<file path="src/rtl/vdp_sprite_pkg.sv">
`default_nettype none
// ============================================================================
// Module   : vdp_sprite_pkg
// Brief    : Shared scheduler state encoding and default raster geometry.
// Revision : 1.0 - initial release
// ============================================================================
package vdp_sprite_pkg;

    localparam int c_lines_total_default = 525;

    typedef enum logic [1:0] {
        ST_IDLE      = 2'd0,
        ST_RESTART   = 2'd1,
        ST_RENDERING = 2'd2,
        ST_DONE      = 2'd3
    } sched_state_t;

endpackage
`default_nettype wire

</file>
<file path="src/rtl/vdp_sprite_clear_behind.sv">
`default_nettype none
// ============================================================================
// Module   : vdp_sprite_clear_behind
// Brief    : One-cycle register stage turning front-buffer reads into zero writes.
// Revision : 1.0 - initial release
// ============================================================================
module vdp_sprite_clear_behind (
    input  logic       clk,
    input  logic       reset,
    input  logic       scanout_valid,
    input  logic [9:0] scanout_address,
    input  logic       front_buffer,
    output logic       clear_we,
    output logic [9:0] clear_address,
    output logic       clear_buffer
);

    logic       r_we;
    logic [9:0] r_address;
    logic       r_buffer;

    always_ff @(posedge clk or posedge reset) begin
        if (reset) begin
            r_we      <= 1'b0;
            r_address <= 10'd0;
            r_buffer  <= 1'b0;
        end else begin
            r_we      <= scanout_valid;
            r_address <= scanout_address;
            r_buffer  <= front_buffer;
        end
    end

    assign clear_we      = r_we;
    assign clear_address = r_address;
    assign clear_buffer  = r_buffer;

endmodule
`default_nettype wire

</file>
<file path="src/rtl/vdp_sprite_line_scheduler.sv">
`default_nettype none
// ============================================================================
// Module   : vdp_sprite_line_scheduler
// Brief    : Per-line sprite renderer sequencer with double-buffer swap and
//            clear-behind; VDP_SPRITE_OVERRUN_COUNT_EN enables the overrun counter.
// Revision : 1.0 - initial release
// ============================================================================
module vdp_sprite_line_scheduler
    import vdp_sprite_pkg::*;
#(
    parameter int LINES_TOTAL     = c_lines_total_default,
    parameter bit ENABLE_ON_RESET = 1'b0
) (
    input  logic        clk,
    input  logic        reset,
    input  logic        render_enable,
    input  logic        line_start,
    input  logic [9:0]  raster_line,
    input  logic        render_finished,
    input  logic        scanout_valid,
    input  logic [9:0]  scanout_address,
    output logic        render_restart,
    output logic [9:0]  render_target_line,
    output logic        buffer_select,
    output logic        render_busy,
    output logic        clear_we,
    output logic [9:0]  clear_address,
    output logic        clear_buffer,
    output logic [15:0] overrun_count
);

    localparam logic [10:0] c_lines_total = 11'(LINES_TOTAL);

    sched_state_t r_state;
    sched_state_t w_state_next;
    logic         r_first;
    logic         r_enable;
    logic         r_buffer_select;
    logic [9:0]   r_target;
    logic [10:0]  w_line_inc;
    logic         w_swap;

    // Widened so raster_line values at or beyond the vertical total also wrap.
    assign w_line_inc = {1'b0, raster_line} + 11'd1;
    assign w_swap     = render_enable && line_start;

    always_ff @(posedge clk or posedge reset) begin
        if (reset) begin
            r_state  <= ST_IDLE;
            r_first  <= 1'b0;
            r_enable <= ENABLE_ON_RESET;
        end else begin
            r_state  <= w_state_next;
            r_first  <= (r_state == ST_RESTART);
            r_enable <= render_enable;
        end
    end

    always_ff @(posedge clk or posedge reset) begin
        if (reset) begin
            r_buffer_select <= 1'b0;
            r_target        <= 10'd0;
        end else if (w_swap) begin
            r_buffer_select <= !r_buffer_select;
            r_target        <= (w_line_inc >= c_lines_total) ? 10'd0 : w_line_inc[9:0];
        end
    end

    always_comb begin
        w_state_next = r_state;
        if (!render_enable) begin
            w_state_next = ST_IDLE;
        end else if (line_start) begin
            w_state_next = ST_RESTART;
        end else begin
            case (r_state)
                ST_IDLE:      w_state_next = ST_IDLE;
                ST_RESTART:   w_state_next = ST_RENDERING;
                // The finished flag seen right after a restart belongs to the previous line.
                ST_RENDERING: w_state_next = (render_finished && !r_first) ? ST_DONE : ST_RENDERING;
                ST_DONE:      w_state_next = ST_DONE;
                default:      w_state_next = ST_IDLE;
            endcase
        end
    end

    assign render_restart     = (r_state == ST_IDLE) || (r_state == ST_RESTART) || !r_enable;
    assign render_busy        = (r_state == ST_RENDERING);
    assign render_target_line = r_target;
    assign buffer_select      = r_buffer_select;

`ifdef VDP_SPRITE_OVERRUN_COUNT_EN
    logic [15:0] r_overrun_count;
    logic        w_overrun;

    assign w_overrun = w_swap && (r_state == ST_RENDERING) && !render_finished;

    always_ff @(posedge clk or posedge reset) begin
        if (reset) begin
            r_overrun_count <= 16'd0;
        end else if (w_overrun && (r_overrun_count != 16'hFFFF)) begin
            r_overrun_count <= r_overrun_count + 16'd1;
        end
    end

    assign overrun_count = r_overrun_count;
`else
    assign overrun_count = 16'd0;
`endif

    vdp_sprite_clear_behind u_clear_behind (
        .clk             (clk),
        .reset           (reset),
        .scanout_valid   (scanout_valid),
        .scanout_address (scanout_address),
        .front_buffer    (!r_buffer_select),
        .clear_we        (clear_we),
        .clear_address   (clear_address),
        .clear_buffer    (clear_buffer)
    );

endmodule
`default_nettype wire

</file>
<file path="config.mk">
export PLATFORM = sky130hd
export DESIGN_NAME = vdp_sprite_line_scheduler
export DESIGN_NICKNAME = d
export VERILOG_FILES = /design/src/rtl/vdp_sprite_pkg.sv /design/src/rtl/vdp_sprite_clear_behind.sv /design/src/rtl/vdp_sprite_line_scheduler.sv
export SDC_FILE = /design/constraint.sdc
export NUM_CORES = 1
export LEC_CHECK = 0
export ABC_CLOCK_PERIOD_IN_PS = 2100
export CAP_MARGIN = 20
export CORE_ASPECT_RATIO = 1.1
export CORE_UTILIZATION = 43
export DETAILED_ROUTE_END_ITERATION = 6
export PLACE_DENSITY_LB_ADDON = 0.08
export SYNTH_ARGS = -nofsm -noshare
export SYNTH_HDL_FRONTEND = slang
export SYNTH_SLANG_ARGS = --single-unit
</file>
<file path="constraint.sdc">
create_clock -name clk -period 2.1 [get_ports clk]
set_input_delay 0.21 -clock clk [delete_from_list [all_inputs] [get_ports clk]]
set_output_delay 0.21 -clock clk [all_outputs]
set_load 0.02 [all_outputs]
</file>
==> flow_summary.yaml <==
timing:
  clock_skew_ns: 0.0004335
  fmax_mhz: 542.0
  setup-tns-final_ns: 0
  hold_viol: 0
  period_share_pct: 87.86
  grt_setup_unrepaired: "false"
  drv_slew: 0
  setup_viol: 0
  period_minus_slack_ns: 1.845
run_status:
  status: "completed"
logic_synthesis:
  yosysWarnings: 0
  netlist_top_cells_area: "dfrtp_1 48%, buf_4 8.6%, o31ai_1 4.3%, xnor2_1 3.7%, nand2_1 3.2%"
  ys_top_cells_by_count: "27 x dfrtp_1, 16 x buf_4, 12 x nand2_1"
  synth.distinct_cells: 45
  async_flop_share_pct: 100.0
  yosysTopAreaCell: "dfrtp_1"
  ys_seq_area_share_pct: 48.13
  synth_top_area_share_pct: 48.13
  synth_edf_count: 0
  netlist_area_um2: 1404
  yosysMostFrequentCell: "dfrtp_1"
  synthFlopType: "dfrtp_1"
  postSynthAreaPerCell_um2: 10.56
  ys_seq_elements: 27
  postSynthCellCount: 133
clocking:
  cts_setup_buffers: 0
  cts_buffers: 3
  cts_htree_levels: 1
  cts_hold_buf: 0
  clk_latency_ns: 0.30
  cts_buffer_depth: 2
  cts_tree: "done"
  cts_root_buf: "clkbuf_4"
  cts_sinks: 27
  clk_pin_slew_worst_paths_ns: 0.13
  post_cts_resized: 0
place:
  dpl.hpwl_mm: 2.585
  dp.cells: 230
  dpl-instance-area_um2: 2001
  gp_congestion: 0.8416
  io_buffers: 50
finish:
  antenna_cells: 0
  instances_no_fill: 234
  final_util_pct: 65.93
  design_area_um2: 2027
  drive_gt1_share_pct: 15.50
  fin_nets: 229
  synthToLayoutAreaGrowth_pct: 44.38
drt:
  vias: 1220
  routedWlPerCell_um: 13.38
  ant_nets: 0
  first_pass_iters: 4
  wl_mm: 3.132
  dr.first_iter.drc_count: 27
  drc: 0
  viasPerCell: 5.214
floorplanning:
  io_pins: 67
  die_y_um: 61.93
  die_area_um2: 3498
  row_count: 21
  die_x_um: 56.48
  core_um2: 3074
  start_util_pct: 45.67
grt:
  overflow: 0
  track_usage_pct: 18.93
  grt_pass1_vias: 1107
  grt_first_pass_wirelength_mm: 5.050
  grt_max_degree: 28
  antenna_found_initial: 0
critical_path:
  crit_type: "primary input to flop"
  timing.rr.end: "render_target_line[3]"
  cp_max_fo: 5
  path_delay_family: "compound AO/OA/AOI/OAI gates"
  path_cells: "clkdlybuf4s50_1 -> ha_1 -> buf_4 -> xnor2_1 -> a21o_1 -> o2111ai_1 -> o21ai_0"
  cp.required_ns: 2.27
  crit_path_end_kind: "flop"
  r2r_slack_ns: 1.15
  crit_start: "raster_line[0]"
  crit_cells: 7
  cp_data_arrival_time_ns: 2.02
  r2r_cells: 3
  critical_path.max_stage_delay_ns: 0.46
  crit_slowest_cell: "clkdlybuf4s50_1"
  cp-start-kind: "primary input"
  regToRegStartpoint: "render_target_line[3]"
  crit_path_end: "render_target_line[2]"
  path_buf_inv: 2
flow_run:
  max_cap_viol_count: 0
power:
  power.leakage_nw: 0.8973
  total_power_mw: 1.207
  ir_drop_mv: 0.5636
  powerDensity_nw_per_um2: 595.3
worst_hold_path:
  min_path_type: "primary input to asynchronous set/reset pin"
-- power breakdown --
part | switching, mW | leakage [nW] | total [mW] | internal, mW
combinational | 0.198 | 0.548 | 0.395 | 0.197
clock | 0.136 | 0.0150 | 0.210 | 0.0740
sequential | 0.0278 | 0.334 | 0.602 | 0.574
total | 0.362 | 0.897 | 1.21 | 0.844
-- how the worst min path moves through the flow --
| stage | endpoint | cells after the start |
|---|---|---|
| 6_report | u_clear_behind.clear_buffer | 3 |
| 4_1_cts | u_clear_behind.clear_address[5] | 3 |
| 2_1_floorplan | r_enable | 0 |
| 3_5_place_dp | u_clear_behind.clear_buffer | 1 |
| 5_1_grt | u_clear_behind.clear_address[5] | 3 |
| 3_3_place_gp | u_clear_behind.clear_buffer | 1 |
-- cells by family (layout without fill, tap and decap cells) --
group / count (synthesis) / count (layout) / synth area share (%)
AOI/OAI and AO/OA: 31 / 31 / 18.00
xor gates and xnor gates: 8 / 8 / 4.991
adders and majority gates: 2 / 2 / 1.782
buffers and inverters: 26 / 78 / 11.94
DFF: 27 / 27 / 48.13
other: 1 / 16 / 0.2671
and+or+nand+nor: 38 / 38 / 14.88
-- layer usage --
| layer | GRT usage (%) | share of wire (%) | vias to the layer above |
|---|---|---|---|
| met5 | 0 | 0 | - |
| met4 | 8.362 | 1.7 | 0 |
| met3 | 1.863 | 4.2 | 6 |
| met2 | 35.63 | 52 | 46 |
| met1 | 22.41 | 42 | 587 |
| li1 | - | - | 581 |
-- area by class of cell --
class	instances	area, um2
Clock buffer	4	26.28
Multi-Input combinational cell	95	616.8
Sequential cell	27	675.6
Timing Repair Buffer	70	650.6
Tap cell	34	42.54
Inverter	4	15.01
Fill cell	271	1047
-- through the flow --
stage / worst slack, ns / hold slack (ns)
after floorplan: 0.5086 / 0.2414
after global placement: -0.02993 / 0.4490
after detailed placement: -0.09719 / 0.4602
after CTS: 0.2530 / 0.2641
after global routing: 0.1327 / 0.2737
final: 0.2549 / 0.2545
-- cell usage in the layout (no fill, tap or decap), types with 2 or more instances in the layout --
cell | synthesis | final
nand2_1 | 12 | 12
inv_1 | 4 | 4
and3_1 | 2 | 2
and2_1 | 2 | 2
a311oi_1 | 3 | 3
nor2b_1 | 3 | 3
a41oi_1 | 2 | 2
clkbuf_4 | 0 | 3
nand3_1 | 3 | 3
ha_1 | 2 | 2
o21a_1 | 2 | 2
and4_1 | 2 | 2
clkdlybuf4s50_1 | 0 | 50
a32oi_1 | 2 | 2
xor2_1 | 2 | 2
dfrtp_1 | 27 | 27
xnor2_1 | 6 | 6
o31ai_1 | 8 | 8
buf_4 | 16 | 20
conb_1 | 1 | 16
nor2_1 | 4 | 4
o21ai_0 | 3 | 3
-- sequential cells by signal, summed over array words and instances, names as in the netlist --
signal                        flops
u_clear_behind.clear_buffer       1
r_enable                          1
r_state                           2
u_clear_behind.clear_we           1
r_first                           1
buffer_select                     1
render_target_line               10
u_clear_behind.clear_address     10
-- worst reg2reg max path: stages (launching register included) --
cell	delay, ns
dfrtp_1	0.41
and2_1	0.15
a41oi_1	0.17
o31ai_1	0.10
(Power assumes the default switching activity.)
